===== config.mk =====
export PLATFORM = sky130hd
export DESIGN_NAME = instr_mem_loader
export DESIGN_NICKNAME = d
export VERILOG_FILES = /design/src/rtl/instr_mem_loader.sv
export SDC_FILE = /design/constraint.sdc
export NUM_CORES = 1
export LEC_CHECK = 0
export BUFFER_PORTS_ARGS = -buffer_cell sky130_fd_sc_hd__buf_2
export CELL_PAD_IN_SITES_DETAIL_PLACEMENT = 1
export CELL_PAD_IN_SITES_GLOBAL_PLACEMENT = 1
export CORE_AREA = 2 2 283 145
export CTS_CLUSTER_SIZE = 12
export DETAILED_ROUTE_END_ITERATION = 10
export DIE_AREA = 0 0 285 147
export MAX_ROUTING_LAYER = met4
export PLACE_DENSITY = 0.81
export SETUP_SLACK_MARGIN = 0.02
export SYNTH_ARGS = -nofsm -noshare
export SYNTH_HDL_FRONTEND = slang
export SYNTH_SLANG_ARGS = --single-unit

===== constraint.sdc =====
create_clock -name clk_i -period 9.85 [get_ports clk_i]
set_input_delay 1.97 -clock clk_i [delete_from_list [all_inputs] [get_ports clk_i]]
set_output_delay 1.97 -clock clk_i [all_outputs]
set_load 0.1 [all_outputs]

===== src/rtl/instr_mem_loader.sv =====
// Copies a block of words from a synchronous-read backing store into the OS/process instruction
// memory write port. Define LOADER_CHECKSUM_EN to accumulate a running checksum of written words.
module instr_mem_loader #(
  parameter int unsigned DATA_WIDTH   = 32,
  parameter int unsigned PAGE_WIDTH   = 11,
  parameter int unsigned READ_LATENCY = 1
) (
  input  logic                  clk_i,
  input  logic                  reset_i,
  input  logic                  start_i,
  input  logic                  target_os_i,
  input  logic [DATA_WIDTH-1:0] src_addr_i,
  input  logic [DATA_WIDTH-1:0] dst_addr_i,
  input  logic [DATA_WIDTH-1:0] length_i,
  output logic                  disk_rd_en_o,
  output logic [DATA_WIDTH-1:0] disk_rd_addr_o,
  input  logic [DATA_WIDTH-1:0] disk_data_i,
  output logic                  write_flag_o,
  output logic                  write_os_o,
  output logic [DATA_WIDTH-1:0] read_address_o,
  output logic [DATA_WIDTH-1:0] input_instr_o,
  output logic                  busy_o,
  output logic                  done_o,
  output logic                  error_o,
  output logic [DATA_WIDTH-1:0] checksum_o
);

  typedef enum logic [2:0] {StIdle, StIssue, StWait, StWrite, StFinish} state_e;

  localparam logic [DATA_WIDTH-1:0] One      = 1;
  localparam logic [DATA_WIDTH:0]   WideOne  = 1;
  localparam logic [DATA_WIDTH:0]   MaxIndex = WideOne << (PAGE_WIDTH - 1);
  localparam logic [2:0]            Lat      = 3'(READ_LATENCY);

  state_e                state_q, state_d;
  logic [DATA_WIDTH-1:0] cnt_q, cnt_d;
  logic [2:0]            lat_q, lat_d;
  logic [DATA_WIDTH-1:0] src_q, src_d;
  logic [DATA_WIDTH-1:0] dst_q, dst_d;
  logic [DATA_WIDTH-1:0] len_q, len_d;
  logic                  os_q, os_d;
  logic                  rd_en_q, rd_en_d;
  logic [DATA_WIDTH-1:0] rd_addr_q, rd_addr_d;
  logic                  wf_q, wf_d;
  logic                  wos_q, wos_d;
  logic [DATA_WIDTH-1:0] ra_q, ra_d;
  logic [DATA_WIDTH-1:0] instr_q, instr_d;
  logic                  busy_q, busy_d;
  logic                  done_q, done_d;
  logic                  err_q, err_d;
  logic [DATA_WIDTH:0]   end_idx;
`ifdef LOADER_CHECKSUM_EN
  logic [DATA_WIDTH-1:0] cs_q, cs_d;
`endif

  always_comb begin
    state_d   = state_q;
    cnt_d     = cnt_q;
    lat_d     = lat_q;
    src_d     = src_q;
    dst_d     = dst_q;
    len_d     = len_q;
    os_d      = os_q;
    rd_en_d   = 1'b0;
    rd_addr_d = rd_addr_q;
    wf_d      = 1'b0;
    wos_d     = wos_q;
    ra_d      = ra_q;
    instr_d   = instr_q;
    busy_d    = busy_q;
    done_d    = 1'b0;
    err_d     = 1'b0;
`ifdef LOADER_CHECKSUM_EN
    cs_d      = cs_q;
`endif
    // Last destination index, one bit wider so a huge dst/length cannot wrap past the check.
    end_idx   = {1'b0, dst_addr_i} + {1'b0, length_i} - WideOne;

    unique case (state_q)
      StIdle: begin
        if (start_i) begin
          if (length_i == '0) begin
            done_d  = 1'b1;
            state_d = StFinish;
`ifdef LOADER_CHECKSUM_EN
            cs_d    = '0;
`endif
          end else if (end_idx > MaxIndex) begin
            err_d = 1'b1;
          end else begin
            src_d     = src_addr_i;
            dst_d     = dst_addr_i;
            len_d     = length_i;
            os_d      = target_os_i;
            cnt_d     = '0;
            busy_d    = 1'b1;
            rd_en_d   = 1'b1;
            rd_addr_d = src_addr_i;
            state_d   = StIssue;
`ifdef LOADER_CHECKSUM_EN
            cs_d      = '0;
`endif
          end
        end
      end
      StIssue: begin
        lat_d   = Lat;
        state_d = StWait;
      end
      StWait: begin
        if (lat_q == 3'd1) begin
          instr_d = disk_data_i;
          ra_d    = dst_q + cnt_q;
          wos_d   = os_q;
          wf_d    = 1'b1;
          state_d = StWrite;
        end else begin
          lat_d = lat_q - 3'd1;
        end
      end
      StWrite: begin
`ifdef LOADER_CHECKSUM_EN
        cs_d = cs_q + instr_q;
`endif
        if (cnt_q == len_q - One) begin
          busy_d  = 1'b0;
          done_d  = 1'b1;
          state_d = StFinish;
        end else begin
          cnt_d     = cnt_q + One;
          rd_en_d   = 1'b1;
          rd_addr_d = src_q + cnt_q + One;
          state_d   = StIssue;
        end
      end
      StFinish: state_d = StIdle;
      default:  state_d = StIdle;
    endcase
  end

  always_ff @(posedge clk_i or posedge reset_i) begin
    if (reset_i) begin
      state_q   <= StIdle;
      cnt_q     <= '0;
      lat_q     <= '0;
      src_q     <= '0;
      dst_q     <= '0;
      len_q     <= '0;
      os_q      <= 1'b0;
      rd_en_q   <= 1'b0;
      rd_addr_q <= '0;
      wf_q      <= 1'b0;
      wos_q     <= 1'b0;
      ra_q      <= '0;
      instr_q   <= '0;
      busy_q    <= 1'b0;
      done_q    <= 1'b0;
      err_q     <= 1'b0;
`ifdef LOADER_CHECKSUM_EN
      cs_q      <= '0;
`endif
    end else begin
      state_q   <= state_d;
      cnt_q     <= cnt_d;
      lat_q     <= lat_d;
      src_q     <= src_d;
      dst_q     <= dst_d;
      len_q     <= len_d;
      os_q      <= os_d;
      rd_en_q   <= rd_en_d;
      rd_addr_q <= rd_addr_d;
      wf_q      <= wf_d;
      wos_q     <= wos_d;
      ra_q      <= ra_d;
      instr_q   <= instr_d;
      busy_q    <= busy_d;
      done_q    <= done_d;
      err_q     <= err_d;
`ifdef LOADER_CHECKSUM_EN
      cs_q      <= cs_d;
`endif
    end
  end

  assign disk_rd_en_o   = rd_en_q;
  assign disk_rd_addr_o = rd_addr_q;
  assign write_flag_o   = wf_q;
  assign write_os_o     = wos_q;
  assign read_address_o = ra_q;
  assign input_instr_o  = instr_q;
  assign busy_o         = busy_q;
  assign done_o         = done_q;
  assign error_o        = err_q;
`ifdef LOADER_CHECKSUM_EN
  assign checksum_o     = cs_q;
`else
  assign checksum_o     = '0;
`endif

endmodule


==> results.ini, run 1 <==
[yosys]
netlist_instances = 1959
async_reset_ff_share_pct = 100
synth_area_leaders = dfrtp_1 (34%), ha_1 (9.4%), nand2_1 (5.7%)
ys.flop_type = dfrtp_1
syn-cell-area_um2 = 17200
synth_edf_count = 0
synth.avg_cell_area_um2 = 8.79
synth-warning-count = 0
netlist.top_cell.by_area = dfrtp_1
yosysTopAreaCellShare_pct = 34.4
ys_ff_latch = 237
yosysSeqAreaShare_pct = 34.4
ys_types = 89

[sta]
slew_viol_final = 0
worst_pin_slew_ns = 1.02
fmax_ghz = 0.153
skew_ns = 0.0228
hold_viol = 0
setup_violations = 0
fin_setup_tns_ns = 0
post-route-period-util_pct = 66.6
slew_headroom_pct = 30.3
fin_crit_ns = 6.56
fin_hold_ws_ns = 0.466
rsz0062_at_grt = no

[global_routing]
gr-total-overflow = 0
grt_usage_pct = 29.1
grt_antenna_before_repair = 0
grt_pass1_wl_mm = 93.1
grt_start_max_net_pins = 117
grt_pass1_vias = 15900

[worst_setup_path]
path_class = in2reg
r2r_end = disk_rd_addr_o[18]
worst-path-buf-inv = 4
crit_path_max_fanout = 54
cp.arrival_ns = 6.99
rrSetupSlack_ns = 4.57
critPathMaxStageDelay_ns = 0.63
end_kind = flip-flop
worstRegToRegCells = 14
cp_top_family = simple AND/OR/NAND/NOR gates
cp_cell_sequence = buf_2 -> inv_1 -> ha_1 -> inv_1 -> ha_1 -> a21oi_1 -> o21ai_0 -> nor2_1 -> nand3_1 -> a31oi_2 -> mux2i_1 -> nor4b_1 -> or4b_1 -> nor3_4 -> nor2_4 -> inv_4 -> mux2_2
startpoint_type = input port
required_ns = 10.28
crit_slowest_cell = or4b_1
reg2reg_from = len_q[0]

[hold_path]
hold_path_end = input_instr_o[29]
min_delay_path_depth = 2
min_from = input_instr_o[29]
hold_path_class = reg2reg

[floorplan]
num_rows = 52
die_h_um = 147
die_w_um = 285
ios = 266
coreArea_um2 = 39700
dieArea_um2 = 41900
start_util_pct = 43.4

[layout]
n_fill_cell = 4746
multi_input_area_um2 = 10200
nNetsFinal = 2419
layout-drive-gt1-share_pct = 18.1
area_growth_pct = 13.2
regArea_um2 = 5930
diodes = 0

[cts]
cts_tree = built
cts_hold_buf = 0
clk_pin_slew_ns = 0.06
cts_root_buffer = clkbuf_16
postCtsSetupBuffers = 0
htreeDepth = 1
clkLatencyLatePin_ns = 0.57
cts_buffers = 26
cts.sinks = 237
clockBufferDepth = 3
cts_resized = 0

[job]
max_cap_viol_count = 0

[power_and_ir_drop]
power.density_nw_per_um2 = 125
peakVddDrop_v = 0.000101
finalPower_w = 0.00244
leakagePower_nw = 9.40

[outcome]
status = finished clean

[routing]
drt-pass1-iter-count = 5
postRouteAntennaNets = 0
vias_per_cell = 5.82
wirelength_mm = 60.2
drtIter0Drc = 1224
drc_errors = 0
vias = 15800
wire_per_inst_um = 22.2

[place]
gp_routability_congestion = 1.02
dp_hpwl_mm = 46.4
port_buffers = 233

## area by class of cell
type | count | share of cell area (%)
clock buffer | 36 | 3.84
clock inverter | 5 | 0.314
inverter | 167 | 3.27
multi-input combinational | 1480 | 52.3
sequential | 237 | 30.4
tap | 540 | 3.47
timing repair buffer | 243 | 6.43
## placed cells by master, fill, tap and decap left out, types with 11 or more instances in the layout
master	instances
o31ai_1	14
buf_2	233
nand2b_1	22
a21o_1	37
mux2_1	42
and3_1	27
nand2_1	262
a211oi_1	19
inv_1	165
a31oi_1	28
nor3_1	36
nand4_1	22
nor2_1	98
xnor2_1	61
o21a_1	25
a41oi_1	11
xor2_1	37
dfrtp_1	237
nor4_1	26
conb_1	32
clkbuf_16	26
nand3_1	31
ha_1	129
a21oi_1	118
o21ai_0	119
nor2b_1	17
mux2_2	79
## registers in the layout, summed over array words and instances (netlist names), 3 cells and up
signal	flops
cnt_q	32
disk_rd_addr_o	32
dst_q	32
input_instr_o	32
len_q	32
read_address_o	32
src_q	32
lat_q	3
state_q	3
## Yosys cell counts (all sizes together), types with 6 or more instances
master,instances
a2111oi,7
a211o,7
a211oi,19
a21o,37
a21oi,118
a31o,6
a31oi,29
a41oi,11
and2,10
and3,27
buf,58
clkbuf,48
dfrtp,237
ha,129
inv,167
mux2,121
mux2i,6
nand2,264
nand2b,22
nand3,33
nand3b,8
nand4,22
nand4b,8
nor2,102
nor2b,17
nor3,37
nor4,31
nor4b,6
o2111ai,10
o21a,25
o21ai,122
o21bai,10
o22ai,7
o31ai,14
or3,10
xnor2,61
xor2,37
## cells by family after synthesis
group / after synthesis / share of synthesized area (%)
AO/OA/AOI/OAI: 472 / 17.7
XOR/XNOR: 98 / 4.98
adder cells (fa/ha/maj): 132 / 9.72
buffers and inverters: 273 / 7.22
flip-flops: 237 / 34.4
multiplexers: 127 / 8.26
other: 1 / 0.0218
AND/OR/NAND/NOR: 619 / 17.7
## worst reg2reg max path: stages, from the launching register on
cell and delay [ns]:
dfrtp_1 0.43, inv_1 0.09, ha_1 0.22, nor4b_4 0.46
nand4_1 0.63, nor4_2 0.40, xnor2_1 0.18, a211oi_1 0.49
nand4_1 0.24, nor4_4 0.74, nor2_2 0.04, buf_4 0.29
nor2_4 0.21, inv_4 0.27, mux2_1 0.44
## power breakdown
group / internal, W / switching [W]
registers: 0.000980 / 0.00000340
clock network: 0.000550 / 0.000419
logic: 0.000135 / 0.000355
total: 0.00166 / 0.000778
## per-layer routing
metal | vias up | part of all wire [%] | global-route usage [%] | wire length, um
li1 | 7288 | - | - | -
met1 | 7909 | 50 | 43.3 | 29900
met2 | 493 | 42 | 41.3 | 25100
met3 | 62 | 7.3 | 5.76 | 4380
met4 | 0 | 1.4 | 4.53 | 829
met5 | - | 0 | - | 0
## worst max path at each step
stage / startpoint / end / slack, ns / cells past startpoint
final: length_i[11] / disk_rd_addr_o[25] / 3.29 / 17
after detailed placement: length_i[11] / disk_rd_addr_o[28] / 2.91 / 17
after floorplan: reset_i / busy_o / 1.38 / 1
after global routing: dst_addr_i[11] / disk_rd_addr_o[28] / 3.07 / 17
after CTS: length_i[11] / disk_rd_addr_o[28] / 3.46 / 17
after global placement: length_i[7] / disk_rd_addr_o[26] / 2.77 / 17
## stage by stage
| stage | utilization (%) | instances | worst slack, ns | cell area [um2] |
|---|---|---|---|---|
| finish | 49.1 | 2708 | 3.29 | 19500 |
| global placement | 47.1 | 2667 | 2.77 | 18700 |
| CTS | 49.1 | 2708 | 3.46 | 19500 |
| floorplan | - | 1990 | 1.38 | 17300 |
| detailed placement | 47.1 | 2667 | 2.91 | 18700 |
| global route | 49.1 | 2708 | 3.07 | 19500 |
No activity file was read; power rests on OpenSTA's default activity.
==> inputs of run 2 (changes only) <==
Settings changed: ABC_AREA set to 1, CORE_AREA 2 2 283 145 to 2 2 307 157, DIE_AREA 0 0 285 147 to 0 0 309 159.
Clock period 9.85 ns to 6.55 ns, I/O delays scaled along.
==> run 2 against run 1 <==
Critical path depth increased by 7. First-iteration DRC count grew 43%. Clock skew grew 0.0022 ns. Area after synthesis is 12% higher. Register-to-register slack worse by 1.8 ns. Sequential cell count is the same. Global-route usage up 1.7 points. Via count is 23% higher. Critical endpoint is now dst_q[5]. Largest cell class unchanged.
==> results.ini, run 2 <==
[yosys]
netlist.top_cell.by_area = dfrtp_1  ; unchanged
synth.avg_cell_area_um2 = 6.88  ; was 8.79 um2
ys_types = 51  ; was 89
yosysTopAreaCellShare_pct = 30.7  ; was 34.4%
ys.flop_type = dfrtp_1  ; unchanged
synth_area_leaders = dfrtp_1 (31%), nand2_1 (16%), ha_1 (8.3%)  ; was dfrtp_1 (34%), ha_1 (9.4%), nand2_1 (5.7%)
ys_ff_latch = 237  ; unchanged
netlist_instances = 2809  ; was 1,959
synth_edf_count = 0  ; unchanged
yosysMostFrequentCell = nand2_1  ; unchanged
async_reset_ff_share_pct = 100  ; unchanged
yosysSeqAreaShare_pct = 30.7  ; was 34.4%
synth-warning-count = 0  ; unchanged
syn-cell-area_um2 = 19300  ; was 17,200 um2
yosys-top-cells-count = nand2_1 (808), inv_1 (404), nand3_1 (238), dfrtp_1 (237), nor2_1 (237)  ; was nand2_1 (263), dfrtp_1 (237), inv_1 (166), ha_1 (129), o21ai_0 (119)

[cts]
cts_root_buffer = clkbuf_16  ; unchanged
cts_resized = 0  ; unchanged
clkLatencyLatePin_ns = 0.58  ; was 0.57 ns
postCtsSetupBuffers = 0  ; unchanged
cts_hold_buf = 0  ; unchanged
htreeDepth = 1  ; unchanged
clk_pin_slew_ns = 0.06  ; about the same
cts.sinks = 237  ; unchanged
cts_buffers = 25  ; was 26
cts_tree = built  ; unchanged
clockBufferDepth = 3  ; unchanged

[sta]
worst_pin_slew_ns = 1.03  ; was 1.02 ns
slew_headroom_pct = 30.3  ; about the same
slew_viol_final = 0  ; unchanged
fin_crit_ns = 5.34
skew_ns = 0.0250  ; was 0.0228 ns
fmax_ghz = 0.187
fin_setup_tns_ns = 0  ; unchanged
hold_viol = 0  ; unchanged
post-route-period-util_pct = 81.5
rsz0062_at_grt = no  ; unchanged
setup_violations = 0  ; unchanged
worst_slack_ns = 1.21  ; was 3.29 ns

[outcome]
status = finished clean  ; unchanged

[place]
dp_hpwl_mm = 59.6  ; was 46.4 mm
gp_routability_congestion = 0.974  ; was 1.02
post_dp_cell_area_um2 = 20800  ; was 18,700 um2
place_ws_ns = 0.804  ; was 2.91 ns
port_buffers = 233  ; unchanged

[worst_setup_path]
startpoint_type = input port  ; unchanged
cp.arrival_ns = 5.82  ; was 6.99 ns
rrSetupSlack_ns = 2.74  ; was 4.57 ns
path_class = in2reg  ; unchanged
required_ns = 7.03  ; was 10.28 ns
end_kind = flip-flop  ; unchanged
worstRegToRegCells = 15  ; was 14
crit_path_max_fanout = 76  ; was 54
reg2reg_from = len_q[0]  ; unchanged
r2r_end = disk_rd_addr_o[1]  ; was disk_rd_addr_o[18]

[global_routing]
grt_pass1_wl_mm = 115  ; was 93.1 mm
grt_antenna_before_repair = 0  ; unchanged
grt_usage_pct = 30.8  ; was 29.1%
grt_start_max_net_pins = 140  ; was 117
grt_pass1_vias = 19600  ; was 15.9k
gr-total-overflow = 0  ; unchanged

[routing]
wirelength_mm = 73.4  ; was 60.2 mm
vias_per_cell = 5.32  ; was 5.82
wire_per_inst_um = 20.1  ; was 22.2 um
postRouteAntennaNets = 0  ; unchanged
vias = 19400  ; was 15.8k
drtIter0Drc = 1746  ; was 1,224
drt-pass1-iter-count = 5  ; unchanged
drc_errors = 0  ; unchanged

[floorplan]
die_h_um = 159  ; was 147 um
coreArea_um2 = 46400  ; was 39,700 um2
ios = 266  ; unchanged
dieArea_um2 = 49100  ; was 41,900 um2
die_w_um = 309  ; was 285 um
start_util_pct = 41.7  ; was 43.4%
num_rows = 56  ; was 52

[power_and_ir_drop]
switchingPower_w = 0.00390  ; was 0.000778 W
clkPwrFrac_pct = 20.5  ; was 39.7%
peakVddDrop_v = 0.000424  ; was 0.000101 V
comb_power_share_pct = 52.4  ; was 20.1%
power.density_nw_per_um2 = 326  ; was 125 nW/um2
switching_share_pct = 55.6  ; was 31.8%
seqPwrFrac_pct = 27.1  ; was 40.3%
leakagePower_nw = 11.9  ; was 9.40 nW
intPower_w = 0.00311  ; was 0.00166 W

[hold_path]
min_delay_path_depth = 2  ; unchanged
min_from = input_instr_o[31]  ; was input_instr_o[29]
hold_path_end = input_instr_o[31]  ; was input_instr_o[29]
hold_path_class = reg2reg  ; unchanged

[layout]
layout-drive-gt1-share_pct = 14.6  ; was 18.1%
final_cell_mix = nand2_1 (807), inv_1 (403), nand3_1 (238)  ; was nand2_1 (262), dfrtp_1 (237), buf_2 (233)
area_growth_pct = 11.2  ; was 13.2%
utilization_pct = 46.4  ; was 49.1%
final_common_cell = nand2_1  ; unchanged
diodes = 0  ; unchanged
nNetsFinal = 3266  ; was 2,419
final_design_area_no_fill_um2 = 21500  ; was 19,500 um2

[job]
max_cap_viol_count = 0  ; unchanged

[run 2: changes by cell type after synthesis, moves of 22 or more]
cell / delta
mux2_2: -79
inv_1: +238
or2_2: +22
a21o_1: -32
nor2_1: +138
nand3_1: +206
nand2b_1: -22
nand2_1: +545
buf_6: +22
o21ai_2: +93
and3_1: -24
mux2_1: -42
xnor2_1: -30
[run 2: worst max-delay path, stage by stage]
cell     delay (ns)
buf_2          0.09
inv_1          0.10
ha_1           0.25
inv_1          0.06
ha_1           0.27
inv_1          0.08
fa_1           0.41
inv_1          0.12
nand2_1        0.06
nand2_1        0.09
nand3_1        0.13
nand2_1        0.15
nand2_1        0.10
nand2_1        0.14
xor2_1         0.27
nor2_1         0.11
nand3_1        0.10
nand2_1        0.15
nand4_2        0.23
inv_2          0.14
nand2_8        0.46
buf_4          0.65
nand2_1        0.18
o21ai_2        0.10
[run 2: worst max path at each step]
stage	from	end	slack, ns	depth (start not counted)
final	dst_addr_i[1]	dst_q[5]	1.21	24
after global placement	length_i[1]	len_q[1]	0.98	24
after global routing	dst_addr_i[1]	dst_q[6]	0.98	24
after floorplan	reset_i	busy_o	2.13	1
after CTS	dst_addr_i[1]	dst_q[5]	1.39	24
after detailed placement	dst_addr_i[1]	dst_q[5]	0.80	24
[run 2: power by group through the flow]
stage / sequential, W / combinational (W) / clock, W
2_1_floorplan: 0.00368 / 0.00115 / 0
3_3_place_gp: 0.00191 / 0.00359 / 0
3_5_place_dp: 0.00192 / 0.00366 / 0
4_1_cts: 0.00190 / 0.00367 / 0.00146
5_1_grt: 0.00193 / 0.00389 / 0.00152
6_report: 0.00190 / 0.00367 / 0.00144
[run 2: logic make-up (layout without fill, tap and decap cells)]
| kind of cell | count (synthesis) | in the layout | share of synthesized area, % |
|---|---|---|---|
| simple gates | 1455 | 1455 | 32.3 |
| buf+inv | 522 | 694 | 12.1 |
| compound gates | 372 | 372 | 12.0 |
| flops | 237 | 237 | 30.7 |
| fa+ha+maj | 132 | 132 | 8.66 |
| xor+xnor | 89 | 89 | 4.11 |
| other cells | 1 | 32 | 0.0194 |
| mux | 1 | 1 | 0.0518 |
[run 2: per-layer routing]
layer,share of wire [%],track usage (%),vias to the layer above
met1,53,49.1,9463
met2,38,40.2,581
met3,7.3,5.63,68
li1,-,-,9306
met5,0,-,-
met4,1.4,4.19,0
[run 2: final cells by class]
| type | count | area [um2] |
|---|---|---|
| fillers | 6225 | 24900 |
| clock buffers | 32 | 662 |
| flip-flops and latches | 237 | 5930 |
| multi-input cells | 2081 | 11200 |
| clock inverters | 5 | 82.6 |
| well taps | 638 | 798 |
| inverters | 411 | 1550 |
| repair buffers | 246 | 1290 |
[run 2: through the flow]
step	power, W	hold slack, ns	cells
after floorplan	0.00483	0.442	2840
after global placement	0.00550	0.449	3613
after detailed placement	0.00559	0.461	3613
after CTS	0.00703	0.476	3650
after global routing	0.00734	0.499	3650
final	0.00701	0.472	3650
